$ cat src/rtl/alu_pipe_pkg.sv
// alu_pipe_pkg: opcodes, status bit positions and FSM states shared by the ALU pipe
package alu_pipe_pkg;

    localparam logic [4:0] OP_ADD = 5'd1;
    localparam logic [4:0] OP_AND = 5'd2;
    localparam logic [4:0] OP_OR  = 5'd3;
    localparam logic [4:0] OP_XOR = 5'd4;
    localparam logic [4:0] OP_PA  = 5'd5;
    localparam logic [4:0] OP_PB  = 5'd6;
    localparam logic [4:0] OP_MUL = 5'd7;
    localparam logic [4:0] OP_SHL = 5'd8;
    localparam logic [4:0] OP_LSR = 5'd9;
    localparam logic [4:0] OP_ASR = 5'd10;

    localparam int ST_ZERO  = 0;
    localparam int ST_OVF   = 1;
    localparam int ST_NEG   = 2;
    localparam int ST_PAR   = 3;
    localparam int ST_CARRY = 4;
    localparam int ST_ILL   = 5;

    typedef enum logic {IDLE, MUL} state_t;

endpackage

$ cat src/rtl/alu_pipe_if.sv
// alu_pipe_if: request/result handshake bundle between a producer and the ALU pipe
interface alu_pipe_if #(parameter int WIDTH = 8);

    logic             in_valid;
    logic             in_ready;
    logic [WIDTH-1:0] inputa;
    logic [WIDTH-1:0] inputb;
    logic [7:0]       mode;
    logic             out_valid;
    logic             out_ready;
    logic [WIDTH-1:0] out;
    logic [7:0]       status;

    modport master (
        output in_valid, inputa, inputb, mode, out_ready,
        input  in_ready, out_valid, out, status
    );

    modport slave (
        input  in_valid, inputa, inputb, mode, out_ready,
        output in_ready, out_valid, out, status
    );

endinterface

$ cat src/rtl/alu_mul_iter.sv
// alu_mul_iter: shift-add multiplier retiring one multiplier bit per cycle
module alu_mul_iter #(
    parameter int WIDTH = 8
) (
    input  logic               clk,
    input  logic               rst_n,
    input  logic               start,
    input  logic [WIDTH-1:0]   a,
    input  logic [WIDTH-1:0]   b,
    output logic               busy,
    output logic               done,
    output logic [2*WIDTH-1:0] product
);

    localparam int CW = $clog2(WIDTH + 1);

    logic [2*WIDTH-1:0] acc;
    logic [2*WIDTH-1:0] mcand;
    logic [WIDTH-1:0]   mplier;
    logic [CW-1:0]      cnt;

    assign busy    = cnt != '0;
    assign done    = cnt == CW'(1);
    // product is the accumulator after this cycle's partial product; final when done
    assign product = acc + (mplier[0] ? mcand : '0);

    // load operands on start, then add one shifted partial product per cycle
    always_ff @(posedge clk or negedge rst_n) begin
        if (!rst_n) begin
            acc    <= '0;
            mcand  <= '0;
            mplier <= '0;
            cnt    <= '0;
        end else if (start) begin
            acc    <= '0;
            mcand  <= {{WIDTH{1'b0}}, a};
            mplier <= b;
            cnt    <= CW'(WIDTH);
        end else if (busy) begin
            acc    <= product;
            mcand  <= mcand << 1;
            mplier <= mplier >> 1;
            cnt    <= cnt - CW'(1);
        end
    end

endmodule

$ cat src/rtl/alu_pipe.sv
// alu_pipe: handshaked WIDTH-bit ALU with shifts, iterative multiply and full status flags
module alu_pipe
    import alu_pipe_pkg::*;
#(
    parameter int WIDTH  = 8,
    parameter bit MUL_EN = 1'b1
) (
    input  logic     clk,
    input  logic     rst_n,
    alu_pipe_if.slave bus
);

    localparam int SW = $clog2(WIDTH);

    state_t             state, state_nxt;
    logic [WIDTH-1:0]   opa, opb, res, val;
    logic [4:0]         opc;
    logic [SW-1:0]      sh;
    logic [WIDTH:0]     sum, shl_w, shr_w, asr_w;
    logic [7:0]         st_nxt;
    logic               accept, is_mul, mul_start, load;
    logic               ill, carry, ovf;
    logic               mul_busy, mul_done;
    logic [2*WIDTH-1:0] product;

    assign opa       = bus.mode[0] ? ~bus.inputa : bus.inputa;
    assign opb       = bus.mode[1] ? ~bus.inputb : bus.inputb;
    assign opc       = bus.mode[7:3];
    assign sh        = opb[SW-1:0];
    assign is_mul    = MUL_EN && opc == OP_MUL;
    assign bus.in_ready = state == IDLE && (!bus.out_valid || bus.out_ready);
    assign accept    = bus.in_valid && bus.in_ready;
    assign mul_start = accept && is_mul;
    assign load      = (accept && !is_mul) || mul_done;

    assign sum   = {1'b0, opa} + {1'b0, opb} + (WIDTH+1)'(bus.mode[2]);
    // the extra bit on each shift catches the last bit shifted out (0 when sh=0)
    assign shl_w = {1'b0, opa} << sh;
    assign shr_w = {opa, 1'b0} >> sh;
    assign asr_w = $signed({opa, 1'b0}) >>> sh;

    generate
        if (MUL_EN) begin : g_mul
            alu_mul_iter #(.WIDTH(WIDTH)) u_mul (
                .clk    (clk),
                .rst_n  (rst_n),
                .start  (mul_start),
                .a      (opa),
                .b      (opb),
                .busy   (mul_busy),
                .done   (mul_done),
                .product(product)
            );
        end else begin : g_nomul
            assign mul_busy = 1'b0;
            assign mul_done = 1'b0;
            assign product  = '0;
        end
    endgenerate

    // single-cycle datapath: result, carry, overflow and legality per opcode
    always_comb begin
        res   = '0;
        carry = 1'b0;
        ovf   = 1'b0;
        ill   = 1'b0;
        case (opc)
            OP_ADD: begin
                res   = sum[WIDTH-1:0];
                carry = sum[WIDTH];
                ovf   = (sum[WIDTH-1] & ~opa[WIDTH-1] & ~opb[WIDTH-1]) |
                        (~sum[WIDTH-1] & opa[WIDTH-1] & opb[WIDTH-1]);
            end
            OP_AND: res = opa & opb;
            OP_OR:  res = opa | opb;
            OP_XOR: res = opa ^ opb;
            OP_PA:  res = opa;
            OP_PB:  res = opb;
            OP_MUL: ill = !MUL_EN;
            OP_SHL: begin
                res   = shl_w[WIDTH-1:0];
                carry = shl_w[WIDTH];
            end
            OP_LSR: begin
                res   = shr_w[WIDTH:1];
                carry = shr_w[0];
            end
            OP_ASR: begin
                res   = asr_w[WIDTH:1];
                carry = asr_w[0];
            end
            default: ill = 1'b1;
        endcase
    end

    // flags are derived from whichever result is about to be registered
    always_comb begin
        val              = mul_done ? product[WIDTH-1:0] : res;
        st_nxt           = '0;
        st_nxt[ST_ZERO]  = ~|val;
        st_nxt[ST_OVF]   = !mul_done && ovf;
        st_nxt[ST_NEG]   = val[WIDTH-1];
        st_nxt[ST_PAR]   = ~^val;
        st_nxt[ST_CARRY] = mul_done ? |product[2*WIDTH-1:WIDTH] : carry;
        st_nxt[ST_ILL]   = !mul_done && ill;
    end

    // next state: enter MUL on a multiply accept, leave when the multiplier finishes
    always_comb begin
        state_nxt = state == IDLE ? (mul_start ? MUL : IDLE)
                                  : ((mul_done || !mul_busy) ? IDLE : MUL);
    end

    // state register
    always_ff @(posedge clk or negedge rst_n) begin
        if (!rst_n) state <= IDLE;
        else        state <= state_nxt;
    end

    // result register: load wins over a same-edge consume so throughput stays 1/cycle
    always_ff @(posedge clk or negedge rst_n) begin
        if (!rst_n) begin
            bus.out       <= '0;
            bus.status    <= '0;
            bus.out_valid <= 1'b0;
        end else if (load) begin
            bus.out       <= val;
            bus.status    <= st_nxt;
            bus.out_valid <= 1'b1;
        end else if (bus.out_ready) begin
            bus.out_valid <= 1'b0;
        end
    end

endmodule

$ cat src/flat_wrapper.sv
// flat-port wrapper written by rule: the top's interface ports become plain ports
module alu_pipe_flat import alu_pipe_pkg::*;
#(
    parameter int WIDTH  = 8,
    parameter bit MUL_EN = 1'b1
)
  (clk, rst_n, bus_in_valid, bus_inputa, bus_inputb, bus_mode, bus_out_ready, bus_in_ready, bus_out_valid, bus_out, bus_status);
  alu_pipe_if #(.WIDTH(WIDTH)) bus_i ();
  input  logic clk;
  input  logic rst_n;
  input wire logic [$bits(bus_i.in_valid)-1:0] bus_in_valid;
  input wire logic [$bits(bus_i.inputa)-1:0] bus_inputa;
  input wire logic [$bits(bus_i.inputb)-1:0] bus_inputb;
  input wire logic [$bits(bus_i.mode)-1:0] bus_mode;
  input wire logic [$bits(bus_i.out_ready)-1:0] bus_out_ready;
  output wire logic [$bits(bus_i.in_ready)-1:0] bus_in_ready;
  output wire logic [$bits(bus_i.out_valid)-1:0] bus_out_valid;
  output wire logic [$bits(bus_i.out)-1:0] bus_out;
  output wire logic [$bits(bus_i.status)-1:0] bus_status;
  assign bus_i.in_valid = bus_in_valid;
  assign bus_i.inputa = bus_inputa;
  assign bus_i.inputb = bus_inputb;
  assign bus_i.mode = bus_mode;
  assign bus_i.out_ready = bus_out_ready;
  assign bus_in_ready = bus_i.in_ready;
  assign bus_out_valid = bus_i.out_valid;
  assign bus_out = bus_i.out;
  assign bus_status = bus_i.status;
  alu_pipe #(.WIDTH(WIDTH), .MUL_EN(MUL_EN)) u_core (.clk(clk), .rst_n(rst_n), .bus(bus_i));
endmodule
$ cat config.mk
export PLATFORM = sky130hd
export DESIGN_NAME = alu_pipe_flat
export DESIGN_NICKNAME = d
export VERILOG_FILES = /design/src/rtl/alu_pipe_pkg.sv /design/src/rtl/alu_pipe_if.sv /design/src/rtl/alu_mul_iter.sv /design/src/rtl/alu_pipe.sv /design/src/flat_wrapper.sv
export SDC_FILE = /design/constraint.sdc
export NUM_CORES = 1
export LEC_CHECK = 0
export CORE_ASPECT_RATIO = 1.25
export CORE_UTILIZATION = 59
export DETAILED_ROUTE_END_ITERATION = 8
export PLACE_DENSITY_LB_ADDON = 0.05
export SYNTH_ARGS = -nofsm -noshare
export SYNTH_HDL_FRONTEND = slang
export SYNTH_SLANG_ARGS = --single-unit
$ cat constraint.sdc
create_clock -name clk -period 4.65 [get_ports clk]
set_clock_uncertainty 0.2 [all_clocks]
set_input_delay 1.395 -clock clk [delete_from_list [all_inputs] [get_ports clk]]
set_output_delay 1.395 -clock clk [all_outputs]
set_load 0.02 [all_outputs]
==> impl_metrics.tcl <==
set metrics [dict create \
    cts_buffer_depth 2 \
    clock_latency_ns 0.33 \
    irDropWorstVdd_mv 0.3600 \
    synth-compound-area-share_pct 24.28 \
    fin_area_um2 6998 \
    yosysWarnings 0 \
    placed_cell_area_um2 6590 \
    hold_depth 2 \
    synth_seq_cells 59 \
    syn_inst 687 \
    final_core_util_pct 76.69 \
    grtUsageTotal_pct 38.25 \
    syn2layout_area_growth_pct 26.57 \
    synth_area_leaders "dfrtp_1 27%, ha_1 8.4%, nand2_1 7.5%" \
    grt_max_degree 36 \
    yosys-top-cells-count "111 x nand2_1, 67 x nor2_1, 59 x dfrtp_1" \
    critPathLaunchType "input port" \
    first_global_vias 5523 \
    final_max_slew_viol_count 0 \
    die_x_um 88.59 \
    tritoncts "yes" \
    drc 0 \
    synth_xor_area_share_pct 7.830 \
    cp_top_family "compound AO/OA/AOI/OAI gates" \
    cts.htree.levels 3 \
    vias 5813 \
    synth_fa_ha_area_share_pct 9.097 \
    die_y_um 110.2 \
    cp_slowest_stage_delay_ns 0.59 \
    cts_root_buffer "clkbuf_16" \
    yosysMostFrequentCell "nand2_1" \
    hp-class "reg -> reg" \
    crit_path_end_kind "flop" \
    top_usage_layer "met2" \
    grt_pass1_wl_um 27510 \
    fmax_mhz 221.5 \
    worstSetupPathType "in -> reg" \
    ios 46 \
    ys_types 83 \
    hpwl_um 13490 \
    cts_buffers 9 \
    yosys_most_used_dff "dfrtp_1" \
    start_util_pct 60.59 \
    synth_top_family_by_area "compound AO/OA/AOI/OAI gates" \
    antenna_cells 0 \
    p_leak_nw 3.154 \
    grt_antenna_before_repair 0 \
    rows 39 \
    seq_area_frac_synth_pct 26.70 \
    ant_nets 0 \
    crit_chain "clkdlybuf4s50_1 > xor2_4 > inv_2 > ha_4 > ha_2 > a22o_1 > nor3_1 > buf_4 > o22ai_1 > a31oi_2 > o21a_1 > ha_1 > xnor2_2 > xnor2_1 > o21ai_0" \
    tightest_slew_ns 1.243 \
    status "finished, final reports clean" \
    portBuffers 43 \
    cp_data_arrival_time_ns 4.49 \
    syn_area_per_cell_um2 8.048 \
    cts_hold_buf 0 \
    synthSimpleGateAreaFrac_pct 21.59 \
    max-cap-violations 0 \
    setup_viol 0 \
    core-area_um2 9125 \
    finalCriticalPeriod_ns 4.515 \
    met1_usage_pct 41.03 \
    p_per_area_nw_per_um2 443.7 \
    finalHoldViolCount 0 \
    netlist_area_um2 5529 \
    tns_ns 0 \
    yosysTopAreaCell "dfrtp_1" \
    crit_slowest_cell "clkdlybuf4s50_1" \
    rsz0062_at_grt "false" \
    die_area_um2 9765 \
    muxShareOfSynthArea_pct 4.141 \
    finalWeightedCongestion 0.9521 \
    fin_nets 861 \
    first_pass_iters 8 \
    synth_top_area_share_pct 26.70 \
    post-route-period-util_pct 97.09 \
    wl_per_cell_um 19.87 \
    cts.sinks 59 \
    synthArstFlopShare_pct 100.0 \
    path_max_fanout 3 \
    initialDrtViolationCount 484 \
    synth_edf_count 0 \
    grt.met3_usage_pct 6.478 \
    clkTransAtPathRegs_ns 0.06 \
    gr-total-overflow 0 \
    drt-vias-per-instance 6.305 \
    drt-total-wl_um 18320 \
    crit_cells 15 \
    grt_use_met2_pct 69.18 \
    crit_buf_inv 3 \
    slew_headroom_pct 17.16 \
    worst-r2r-cell-count 14 \
    r2r_slack_ns 0.56 \
    worst_ep_required_time_ns 4.62 \
    drive_gt1_share_pct 19.40 \
]
-- cells in the final DEF, fill, tap and decap left out, types with 5 or more instances in the layout --
master / n
nand2_1: 111
buf_4: 92
nor2_1: 67
dfrtp_1: 59
a21oi_1: 53
clkdlybuf4s50_1: 40
ha_1: 35
inv_1: 20
and2_1: 19
o21ai_0: 18
nand3_1: 18
a31oi_1: 17
xnor2_1: 15
xor2_1: 14
mux2i_1: 14
o211ai_1: 14
nor3_1: 11
a211oi_1: 11
clkbuf_16: 9
o21a_1: 7
inv_2: 6
nor2b_1: 6
o22ai_1: 6
xor2_2: 5
nand2b_1: 5
a21o_1: 5
o2111ai_1: 5
or3_1: 5
and3_1: 5
o21ai_1: 5
-- worst register-to-register path, stage by stage, from the launching register on --
cell and delay (ns):
dfrtp_1 0.67, and2_1 0.22, ha_1 0.22, inv_1 0.09, fa_1 0.41, nor2b_1 0.20
o211a_1 0.26, o21ai_0 0.16, a21oi_1 0.36, a22oi_1 0.15, a22o_1 0.28, ha_1 0.30
xor2_1 0.19, xnor2_1 0.14, o21ai_0 0.10
-- final timing paths --
kind,start,to
max in group asynchronous,rst_n,u_core.g_mul.u_mul.mplier[3]
min in group asynchronous,rst_n,u_core.g_mul.u_mul.cnt[2]
hold / removal,u_core.bus.out[3],u_core.bus.out[3]
setup / recovery,bus_inputb[1],u_core.bus.status[3]
setup reg to reg,u_core.g_mul.u_mul.mplier[0],u_core.bus.status[3]
hold reg to reg,u_core.bus.out[3],u_core.bus.out[3]
-- cells by family (layout without fill, tap and decap cells) --
logic type | count (synthesis) | count (layout)
mux | 19 | 19
xor+xnor | 40 | 40
other cells | 1 | 2
fa+ha+maj | 39 | 39
flops | 59 | 59
compound gates | 196 | 196
buf+inv | 69 | 180
simple gates | 264 | 264
-- area by class of cell --
class / count / area [um^2]
well taps: 123 / 153.9
repair buffers: 137 / 1140
fillers: 656 / 2127
flip-flops and latches: 59 / 1476
multi-input cells: 560 / 3799
inverters: 27 / 103.9
clock inverters: 7 / 100.1
clock buffers: 9 / 225.2
-- per-stage QoR --
| stage | hold slack, ns | cells | total power [mW] | setup slack, ns |
|---|---|---|---|---|
| after floorplan | 0.2687 | 688 | 1.772 | 0.01048 |
| after global placement | 0.2730 | 905 | 2.251 | -0.3074 |
| after detailed placement | 0.2821 | 905 | 2.305 | -0.4799 |
| after CTS | 0.3000 | 922 | 3.063 | 0.008645 |
| after global routing | 0.3327 | 922 | 3.274 | 0.005340 |
| final | 0.2983 | 922 | 3.105 | 0.1354 |
-- registers in the layout, indices dropped and copies added, names as in the netlist --
name / cells
u_core.g_mul.u_mul.cnt: 4
u_core.g_mul.u_mul.mcand: 16
u_core.g_mul.u_mul.acc: 16
u_core.bus.out_valid: 1
u_core.state: 1
u_core.g_mul.u_mul.mplier: 8
u_core.bus.out: 7
u_core.bus.status: 6
-- repair_timing --
action / CTS / global route
setup buffers: 1 / 0
setup endpoints to repair: 1 / 2
pin swaps: 0 / 7
gates resized for setup: 4 / 12
-- routing by layer --
layer,up-vias,routed length [um]
met5,-,0
met3,83,1223
li1,2669,-
met4,0,1017
met1,2752,6725
met2,309,9355
-- power by group --
group,switching (mW),internal [mW],total (mW)
clock,0.254,0.472,0.727
sequential,0.136,0.686,0.821
combinational,0.890,0.667,1.56
total,1.28,1.83,3.11
No activity file was read; power rests on OpenSTA's default activity.
